==> src/rtl/latch_write_arbiter.sv <==
// Arbitrates NUM_REQ writers onto one latch word and sequences its enable.
// Define FIXED_PRIORITY_EN for lowest-index-wins instead of round-robin.
module latch_write_arbiter #(
    parameter int NUM_REQ     = 4,
    parameter int WIDTH       = 8,
    parameter int HOLD_CYCLES = 2
) (
    input  logic                     Clk,
    input  logic                     Rst_n,
    input  logic [NUM_REQ-1:0]       Req,
    input  logic [NUM_REQ*WIDTH-1:0] D_bus,
    output logic [NUM_REQ-1:0]       Grant,
    output logic                     En,
    output logic [WIDTH-1:0]         D,
    output logic [WIDTH-1:0]         Q,
    output logic                     Done,
    output logic                     Busy
);

    localparam int IDX_W = $clog2(NUM_REQ);
    localparam int CNT_W = (HOLD_CYCLES > 1) ? $clog2(HOLD_CYCLES) : 1;

    localparam logic [1:0] IDLE   = 2'd0;
    localparam logic [1:0] WRITE  = 2'd1;
    localparam logic [1:0] COMMIT = 2'd2;

    logic [1:0]       state;
    logic [CNT_W-1:0] holdCnt;
    logic [IDX_W-1:0] winIdx;

`ifdef FIXED_PRIORITY_EN
    always_comb begin
        winIdx = '0;
        for (int i = NUM_REQ - 1; i >= 0; i--) begin
            if (Req[IDX_W'(i)]) winIdx = IDX_W'(i);
        end
    end
`else
    logic [IDX_W-1:0] rrPtr;
    logic [IDX_W-1:0] owner;
    int               cand;

    // Scan downward so the smallest offset past rrPtr is the last to win.
    always_comb begin
        winIdx = '0;
        cand   = 0;
        for (int i = NUM_REQ; i >= 1; i--) begin
            cand = int'(rrPtr) + i;
            if (cand >= NUM_REQ) cand = cand - NUM_REQ;
            if (Req[IDX_W'(cand)]) winIdx = IDX_W'(cand);
        end
    end

    always_ff @(posedge Clk or negedge Rst_n) begin
        if (!Rst_n) begin
            rrPtr <= IDX_W'(NUM_REQ - 1);
            owner <= '0;
        end else if (state == IDLE && |Req) begin
            owner <= winIdx;
        end else if (state == COMMIT) begin
            rrPtr <= owner;
        end
    end
`endif

    // Every output is a flop, so En cannot glitch and D is frozen while it is high.
    always_ff @(posedge Clk or negedge Rst_n) begin
        if (!Rst_n) begin
            state   <= IDLE;
            holdCnt <= '0;
            Grant   <= '0;
            En      <= 1'b0;
            D       <= '0;
            Q       <= '0;
            Done    <= 1'b0;
            Busy    <= 1'b0;
        end else begin
            case (state)
                IDLE: begin
                    if (|Req) begin
                        state   <= WRITE;
                        Grant   <= NUM_REQ'(1) << winIdx;
                        D       <= D_bus[winIdx*WIDTH +: WIDTH];
                        En      <= 1'b1;
                        Busy    <= 1'b1;
                        holdCnt <= CNT_W'(HOLD_CYCLES - 1);
                    end
                end
                WRITE: begin
                    if (holdCnt == '0) begin
                        state <= COMMIT;
                        En    <= 1'b0;
                        Done  <= 1'b1;
                    end else begin
                        holdCnt <= holdCnt - CNT_W'(1);
                    end
                end
                COMMIT: begin
                    state <= IDLE;
                    Done  <= 1'b0;
                    Busy  <= 1'b0;
                    Grant <= '0;
                    Q     <= D;
                end
                default: begin
                    state <= IDLE;
                end
            endcase
        end
    end

endmodule

==> config.mk <==
export PLATFORM = sky130hd
export DESIGN_NAME = latch_write_arbiter
export DESIGN_NICKNAME = d
export VERILOG_FILES = /design/src/rtl/latch_write_arbiter.sv
export SDC_FILE = /design/constraint.sdc
export NUM_CORES = 1
export LEC_CHECK = 0
export ABC_AREA = 1
export CAP_MARGIN = 30
export CORE_UTILIZATION = 45
export CTS_CLUSTER_DIAMETER = 150
export DETAILED_ROUTE_END_ITERATION = 8
export HOLD_SLACK_MARGIN = 0.15
export PLACE_DENSITY_LB_ADDON = 0.12
export SYNTH_ARGS = -nofsm -noshare
export SYNTH_HDL_FRONTEND = slang
export SYNTH_SLANG_ARGS = --single-unit
==> constraint.sdc <==
create_clock -name Clk -period 3.7 [get_ports Clk]
set_input_delay 0.74 -clock Clk [delete_from_list [all_inputs] [get_ports Clk]]
set_output_delay 0.74 -clock Clk [all_outputs]
set_load 0.01 [all_outputs]
==> results.py, run 1 <==
metrics = {
    "global_routing": {
        "grt_pass1_vias": 1709,
        "antenna_found_initial": 0,
        "grt_usage_pct": 22.1,
        "grt_overflow_total": 0,
        "grt_pass1_wl_um": 7220,
        "grt_max_degree": 31,
    },
    "yosys": {
        "synth.distinct_cells": 27,
        "synth.avg_cell_area_um2": 7.23,
        "synth_top_family_by_area": "simple AND/OR/NAND/NOR gates",
        "yosysWarnings": 0,
        "synth-async-reset-ratio_pct": 100,
        "synth_seq_cells": 30,
        "seq_area_frac_synth_pct": 40.7,
        "synthCells": 256,
        "synth.area.mux_share_pct": 0,
        "syn-cell-area_um2": 1850,
        "synth_xor_xnor_area_share_pct": 0,
        "synthSimpleGateAreaFrac_pct": 41.4,
        "synth_flop_cell": "dfrtp_1",
        "synth-adder-area-share_pct": 0,
        "yosysTopAreaCell": "dfrtp_1",
        "synth_compound_area_share_pct": 4.32,
        "synth_top_area_share_pct": 37.8,
        "synth_area_leaders": "dfrtp_1, nand2_1, nand3_1",
        "synth_edf_count": 0,
        "synth_nets": 294,
    },
    "worst_setup_path": {
        "r2r_start": "rrPtr[0]",
        "crit_type": "in -> reg",
        "crit_required_ns": 3.91,
        "crit_arrival_ns": 2.73,
        "ff2ff_path_depth": 12,
        "crit_path_end_kind": "flop",
        "regToRegEndpoint": "D[3]",
        "critPathMaxFanout": 11,
        "cp-start-kind": "input port",
        "reg2reg_slack_ns": 1.42,
    },
    "power_and_ir_drop": {
        "max-vdd-ir-drop_mv": 0.437,
        "p_leak_nw": 1.34,
        "p_total_mw": 2.27,
        "p_per_area_nw_per_um2": 892,
    },
    "sta": {
        "rsz0062_at_grt": "false",
        "setup_viol": 0,
        "min_period_ns": 2.51,
        "worstMarginPinSlew_ns": 0.842,
        "hold_viol_final": 0,
        "slew_headroom_pct": 43.6,
        "final_max_slew_viol_count": 0,
        "fmax_ghz": 0.398,
        "clock_skew_ns": 0.00658,
        "tns_ns": 0,
        "worst_hold_slack_ns": 0.465,
        "finalCritPeriodShare_pct": 67.9,
    },
    "floorplanning": {
        "rows": 22,
        "dieHeight_um": 66.2,
        "io_pins": 61,
        "start_util_pct": 48.7,
        "die_x_um": 66.2,
        "core_um2": 3800,
        "die_area_um2": 4380,
    },
    "clocking": {
        "cts_buffers": 5,
        "cts_tree": "done",
        "root_buffer": "clkbuf_8",
        "clk-insertion-delay-late_ns": 0.27,
        "postCtsHoldBufs": 0,
        "post_cts_buffers": 0,
        "clockBufferDepth": 2,
        "htree_levels": 2,
        "clkTransAtPathRegs_ns": 0.07,
        "post_cts_resized": 0,
        "cts.sink_count": 30,
    },
    "drt": {
        "post_drt_wl_per_cell_um": 11.4,
        "drt-pass1-iter-count": 4,
        "drt-initial-drc-count": 106,
        "num_vias": 1738,
        "vias_per_cell": 4.77,
        "ant_nets": 0,
        "route.detailed.drc": 0,
        "routed_wl_um": 4150,
    },
    "placed_design": {
        "dp_hpwl_um": 3050,
        "dpl-instance-area_um2": 2460,
        "io_buffers": 60,
        "gp_congestion": 0.850,
    },
    "flow_run": {
        "drv_cap": 0,
    },
    "status": {
        "status": "completed",
    },
    "finish": {
        "diodes": 0,
        "fin_area_um2": 2550,
        "nets": 353,
        "area_growth_syn_to_layout_pct": 37.6,
        "fillers": 328,
        "layout-drive-gt1-share_pct": 13.3,
    },
    "hold_path": {
        "hp-class": "reg -> reg",
        "hold_start": "holdCnt",
        "whs_path_depth": 1,
        "min_to": "state[1]",
    },
}
## critical path, cell delays in order
cell	delay, ns
clkdlybuf4s50_1	0.49
inv_1	0.07
nand2_1	0.06
nand3_1	0.09
and3_1	0.20
nand2_1	0.06
nand2_1	0.28
inv_1	0.38
nand3_1	0.13
nand2_1	0.11
nand2_1	0.06
nand2_1	0.06
## metal layers
| layer | GRT usage [%] | share of wire, % |
|---|---|---|
| met3 | 4.66 | 5.3 |
| met4 | 7.98 | 1.8 |
| met1 | 26.7 | 43 |
| met2 | 38.3 | 50 |
| met5 | 0 | 0 |
## report_power, final
group          internal, mW  total [mW]  switching, mW
sequential            0.491       0.603          0.112
clock                 0.150       0.269          0.119
combinational         0.571        1.40          0.830
## cells by family after synthesis
group	count (synthesis)
AND/OR/NAND/NOR	156
buffers and inverters	56
flip-flops	30
AO/OA/AOI/OAI	14
## cell usage in the layout, fill, tap and decap left out, drive strengths merged
cell,synthesis,routed
nor2,3,3
a41oi,1,1
and3,1,1
dfstp,2,2
dfrtp,28,28
clkbuf,4,7
inv,45,45
and2,1,1
nand2,109,109
o21ai,11,11
o21a,1,1
nand3,42,42
a21oi,1,1
clkinv,1,2
buf,6,2
clkdlybuf4s50,0,60
## cell usage after synthesis (2+ instances only)
| master | n |
|---|---|
| buf_2 | 2 |
| buf_4 | 2 |
| clkbuf_1 | 4 |
| dfrtp_1 | 28 |
| dfstp_2 | 2 |
| inv_1 | 43 |
| nand2_1 | 89 |
| nand2_2 | 16 |
| nand2_4 | 3 |
| nand3_1 | 35 |
| nand3_2 | 6 |
| nor2_1 | 3 |
| o21ai_0 | 6 |
| o21ai_1 | 4 |
## how the worst max path moves through the flow
stage / from / end / slack, ns / depth (start not counted)
floorplan: Req[3] / D[4] / 1.83 / 15
global placement: Req[3] / D[7] / 0.98 / 12
CTS: Req[3] / D[3] / 1.20 / 12
detailed placement: Req[3] / D[3] / 0.92 / 12
global route: Req[3] / D[5] / 1.0 / 12
finish: Req[1] / D[3] / 1.19 / 12
## final cells by class
type	count	area, µm²	area share [%]
multi-input cells	170	847	33.3
flip-flops and latches	30	753	29.6
repair buffers	62	616	24.2
inverters	46	180	7.07
clock buffers	7	86.3	3.39
well taps	48	60.1	2.36
clock inverters	1	5.00	0.196
## per-stage QoR
step / util [%] / setup WS (ns) / instances
finish: 67.1 / 1.19 / 364
global route: 67.1 / 0.998 / 364
CTS: 67.1 / 1.20 / 364
detailed placement: 64.7 / 0.922 / 356
global placement: 64.7 / 0.981 / 356
floorplan: - / 1.83 / 256
## sequential cells by signal (all words and copies together), names as in the netlist
register and cells:
D 8, Q 8, En 1, state 2
Busy 1, Grant 4, holdCnt 1, owner 2
Done 1, rrPtr 2
(Power assumes the default switching activity.)
==> run 2, diff against run 1 <==
clock period = 2.5 ns   (was 3.7 ns; I/O delays follow)
==> run 2 against run 1 <==
Compared with the run above: die area unchanged; sequential cell count is the same; critical path depth is 2 higher; largest power group unchanged; sequential share of layout area decreased by 0.16 points; global-route usage fell by 0.35 points.
==> results.py, run 2 (synthesized netlist as in run 1, its figures left out) <==
metrics = {
    "worst_setup_path": {
        "cpPeakStageDelay_ns": 0.49,
        "crit_buf_inv": 3,
        "crit_required_ns": 2.66,
        "crit_path_top_delay_cell": "clkdlybuf4s50_1",
        "cp-start-kind": "input port",
        "crit_type": "in -> reg",
        "ff2ff_path_depth": 13,
        "crit_arrival_ns": 2.25,
        "crit_path_end_kind": "flop",
        "r2r_start": "rrPtr[0]",
        "path_cells": "clkdlybuf4s50_1 -> inv_1 -> nand2_1 -> nand3_1 -> nand2_1 -> inv_1 -> nand2_4 -> nand3_4 -> nand2_4 -> nand2_1 -> nand3_1 -> nand2_1 -> nand2_1 -> nand2_1",
        "cp_common_cell": "nand2_1",
        "reg2reg_slack_ns": 0.42,
        "critPathMaxFanout": 18,
        "crit_family": "simple AND/OR/NAND/NOR gates",
        "regToRegEndpoint": "D[7]",
    },
    "hold_path": {
        "hp-class": "reg -> reg",
        "whs_path_depth": 2,
        "hold_start": "Q[6]",
        "min_to": "Q[6]",
    },
    "sta": {
        "clock_skew_ns": 0.00356,
        "worstMarginPinSlew_ns": 0.422,
        "setup_viol": 0,
        "final_max_slew_viol_count": 0,
        "rsz0062_at_grt": "false",
        "slew_headroom_pct": 71.9,
        "min_period_ns": 2.09,
        "fmax_ghz": 0.477,
        "tns_ns": 0,
        "worst_hold_slack_ns": 0.467,
        "hold_viol_final": 0,
        "finalCritPeriodShare_pct": 83.8,
    },
    "clocking": {
        "htree_levels": 2,
        "cts_buffers": 5,
        "clk-insertion-delay-late_ns": 0.27,
        "cts_tree": "done",
        "post_cts_resized": 0,
        "post_cts_buffers": 0,
        "clkTransAtPathRegs_ns": 0.06,
        "clockBufferDepth": 2,
        "root_buffer": "clkbuf_8",
        "cts.sink_count": 30,
        "postCtsHoldBufs": 0,
    },
    "floorplanning": {
        "die_x_um": 66.2,
        "dieHeight_um": 66.2,
        "start_util_pct": 48.7,
        "io_pins": 61,
        "core_um2": 3800,
        "die_area_um2": 4380,
        "rows": 22,
    },
    "drt": {
        "drt-pass1-iter-count": 6,
        "route.detailed.drc": 0,
        "vias_per_cell": 4.71,
        "post_drt_wl_per_cell_um": 11.6,
        "drt-initial-drc-count": 77,
        "ant_nets": 0,
        "num_vias": 1723,
        "routed_wl_um": 4250,
    },
    "placed_design": {
        "gp_congestion": 0.800,
        "dp_hpwl_um": 3160,
        "io_buffers": 60,
    },
    "power_and_ir_drop": {
        "max-vdd-ir-drop_mv": 0.624,
        "p_leak_nw": 1.35,
        "p_per_area_nw_per_um2": 1330,
    },
    "global_routing": {
        "grt_usage_pct": 21.7,
        "antenna_found_initial": 0,
        "grt_max_degree": 31,
        "grt_pass1_vias": 1690,
        "grt_pass1_wl_um": 7210,
        "grt_overflow_total": 0,
    },
    "finish": {
        "layout_common_cells": "nand2_1, clkdlybuf4s50_1, inv_1, nand3_1, dfrtp_1",
        "fillers": 320,
        "top_regs": "D x8, Q x8, Grant x4",
        "mostFrequentLayoutCell": "nand2_1",
        "diodes": 0,
        "nets": 355,
        "area_growth_syn_to_layout_pct": 38.3,
        "layout-drive-gt1-share_pct": 13.5,
    },
    "flow_run": {
        "drv_cap": 0,
    },
    "status": {
        "status": "completed",
    },
}
-- run 2: cell types whose count changed in the layout (fill, tap and decap cells not counted), sizes merged --
cell    change
buf         +2
clkinv      -1
clkbuf      +1
-- run 2: how the worst max path moves through the flow --
| stage | endpoint | slack, ns | cells after the start | from |
|---|---|---|---|---|
| after CTS | D[4] | 0.42 | 14 | Req[1] |
| after global routing | D[4] | 0.21 | 14 | Req[1] |
| after detailed placement | D[5] | 0.15 | 14 | Req[1] |
| after global placement | D[5] | 0.20 | 14 | Req[1] |
| final | D[7] | 0.41 | 14 | Req[1] |
| after floorplan | D[4] | 0.76 | 14 | rrPtr[0] |
-- run 2: metal layers --
metal	part of all wire (%)	routed length [µm]	up-vias	GRT usage, %
met5	0	0	-	0
met1	44	1880	786	25.2
li1	-	-	896	-
met2	52	2190	39	41.2
met3	4.0	171	2	4.48
met4	0.24	10	0	3.19
-- run 2: worst min-delay path, delay by kind of cell, from the launching register on --
family	cells	cell delay, ns
simple gates	2	0.10
flops	1	0.34
-- run 2: metrics by stage --
stage | instance area (µm²) | power, mW | utilization (%) | instances | worst slack [ns]
2_1_floorplan | 1850 | 2.43 | - | 256 | 0.756
3_3_place_gp | 2470 | 2.98 | 65.1 | 358 | 0.196
3_5_place_dp | 2470 | 3.03 | 65.1 | 358 | 0.147
4_1_cts | 2560 | 3.43 | 67.4 | 366 | 0.416
5_1_grt | 2560 | 3.72 | 67.4 | 366 | 0.205
6_report | 2560 | 3.41 | 67.4 | 366 | 0.405
-- run 2: report_power, final --
group	switching [mW]	internal [mW]	leakage, nW
clock network	0.164	0.224	0.0455
logic	1.24	0.873	0.935
registers	0.176	0.727	0.365
total	1.58	1.82	1.35
-- run 2: final cells by class --
type	count	area [µm²]	area share, %
well taps	48	60.1	2.34
repair buffers	64	631	24.6
clock buffers	8	90.1	3.52
flip-flops and latches	30	753	29.4
multi-input cells	170	847	33.1
inverters	46	180	7.03
==> run 3, diff against run 2 <==
clock period = 2.2 ns   (was 2.5 ns; I/O delays follow)
==> run 3 against run 2 <==
Compared with the run above: core utilization rose by 2.1 points; final area up 3.2%; clock skew up 0.0045 ns; largest cell class unchanged.
==> results.py, run 3 (synthesized netlist as in run 1, its figures left out) <==
metrics = {
    "flow_run": {
        "drv_cap": 0,
    },
    "worst_setup_path": {
        "crit_buf_inv": 3,
        "cp-start-kind": "flop",
        "cpPeakStageDelay_ns": 0.66,
        "path_cells": "inv_8 -> nand2_2 -> nand2_2 -> nand2_1 -> and3_1 -> nand2_1 -> nand2_1 -> inv_1 -> buf_4 -> nand3_1 -> nand2_1 -> nand2_1 -> nand2_1",
        "crit_path_end_kind": "flop",
        "crit_arrival_ns": 2.11,
        "crit_path_top_delay_cell": "dfstp_2",
        "critPathMaxFanout": 9,
        "crit_required_ns": 2.36,
        "crit_type": "reg -> reg",
        "r2r_start": "rrPtr[0]",
        "cp_common_cell": "nand2_1",
        "critPathLaunch": "rrPtr[0]",
        "crit_family": "simple AND/OR/NAND/NOR gates",
    },
    "sta": {
        "setup_ws_ns": 0.254,
        "clock_skew_ns": 0.00802,
        "min_period_ns": 1.95,
        "slew_headroom_pct": 70.5,
        "final_max_slew_viol_count": 0,
        "finalCritPeriodShare_pct": 88.4,
        "fmax_ghz": 0.514,
        "tns_ns": 0,
        "hold_viol_final": 0,
        "worst_hold_slack_ns": 0.474,
        "setup_viol": 0,
        "worstMarginPinSlew_ns": 0.442,
        "rsz0062_at_grt": "false",
    },
    "global_routing": {
        "antenna_found_initial": 0,
        "grt_pass1_wl_um": 7310,
        "grt_usage_pct": 21.8,
        "grt_max_degree": 31,
        "grt_overflow_total": 0,
        "grt_pass1_vias": 1805,
    },
    "clocking": {
        "htree_levels": 2,
        "clockBufferDepth": 2,
        "post_cts_buffers": 0,
        "post_cts_resized": 0,
        "cts_buffers": 5,
        "postCtsHoldBufs": 0,
        "cts_tree": "done",
        "cts.sink_count": 30,
        "clk-insertion-delay-late_ns": 0.28,
        "clkTransAtPathRegs_ns": 0.07,
        "root_buffer": "clkbuf_8",
    },
    "drt": {
        "drt-initial-drc-count": 48,
        "route.met3.wl_um": 166,
        "routed_wl_um": 4240,
        "top_layer_used": "met4",
        "drt-pass1-iter-count": 4,
        "vias_per_cell": 4.79,
        "post_drt_wl_per_cell_um": 11.5,
        "wl_met2_um": 2160,
        "ant_nets": 0,
        "num_vias": 1772,
        "drt-met1-wl_um": 1860,
        "route.detailed.drc": 0,
    },
    "floorplanning": {
        "start_util_pct": 48.7,
        "core_um2": 3800,
        "die_area_um2": 4380,
        "dieHeight_um": 66.2,
        "die_x_um": 66.2,
        "rows": 22,
        "io_pins": 61,
    },
    "hold_path": {
        "hold_start": "Q[6]",
        "hp-class": "reg -> reg",
    },
    "placed_design": {
        "gp_congestion": 0.809,
        "placedCellCount": 362,
        "dp_hpwl_um": 3220,
        "io_buffers": 60,
        "dp_slack_ns": 0.0383,
        "dpl-instance-area_um2": 2530,
    },
    "finish": {
        "layout-drive-gt1-share_pct": 14.9,
        "fin_area_um2": 2640,
        "fillers": 346,
        "final_cells": 370,
        "layout_common_cells": "nand2_1, clkdlybuf4s50_1, inv_1, nand3_1, dfrtp_1",
        "nets": 359,
        "mostFrequentLayoutCell": "nand2_1",
        "area_growth_syn_to_layout_pct": 42.7,
        "diodes": 0,
        "top_regs": "D x8, Q x8, Grant x4",
    },
    "status": {
        "status": "completed",
    },
    "power_and_ir_drop": {
        "p_leak_nw": 1.39,
        "p_per_area_nw_per_um2": 1570,
        "max-vdd-ir-drop_mv": 0.873,
    },
}
-- run 3: changes by cell type in the layout (fill, tap and decap cells not counted) --
cell,before,now
buf_12,0,2
buf_4,4,6
bufinv_16,0,1
clkbuf_1,2,1
-- run 3: layer usage --
layer  up-vias  GRT usage [%]
met4         0           6.65
met5         -              0
li1        903              -
met3         6           5.52
met2        41           40.8
met1       822           23.9
-- run 3: stage by stage --
step / utilization [%] / total power [mW]
floorplan: - / 2.76
global placement: 66.5 / 3.57
detailed placement: 66.5 / 3.62
CTS: 69.6 / 4.19
global route: 69.6 / 4.52
finish: 69.6 / 4.15
-- run 3: tightest hold or removal path, delay by kind of cell, from the launching register on --
family | cells | cell delay (ns)
AND/OR/NAND/NOR | 2 | 0.10
flip-flops | 1 | 0.34
-- run 3: path summary, 6_finish.rpt --
check,slack (ns),endpoint,cells past startpoint
min in group asynchronous,0.54,state[1],2
max in group asynchronous,1.35,rrPtr[0],2
max,0.25,D[3],13
min,0.47,Q[6],2
max reg2reg,0.25,D[3],13
min reg2reg,0.47,Q[6],2
-- run 3: area by class of cell --
cell class / count / area (µm²) / area share [%]
sequential: 30 / 753 / 28.5
multi-input combinational: 170 / 847 / 32.1
clock inverter: 1 / 30.0 / 1.14
timing repair buffer: 68 / 686 / 25.9
clock buffer: 7 / 86.3 / 3.27
inverter: 46 / 180 / 6.82
tap: 48 / 60.1 / 2.27
-- run 3: power by group --
part	total (mW)	internal, mW	switching (mW)	leakage, nW
sequential	1.02	0.826	0.192	0.365
clock	0.571	0.369	0.202	0.0585
combinational	2.56	1.13	1.43	0.964
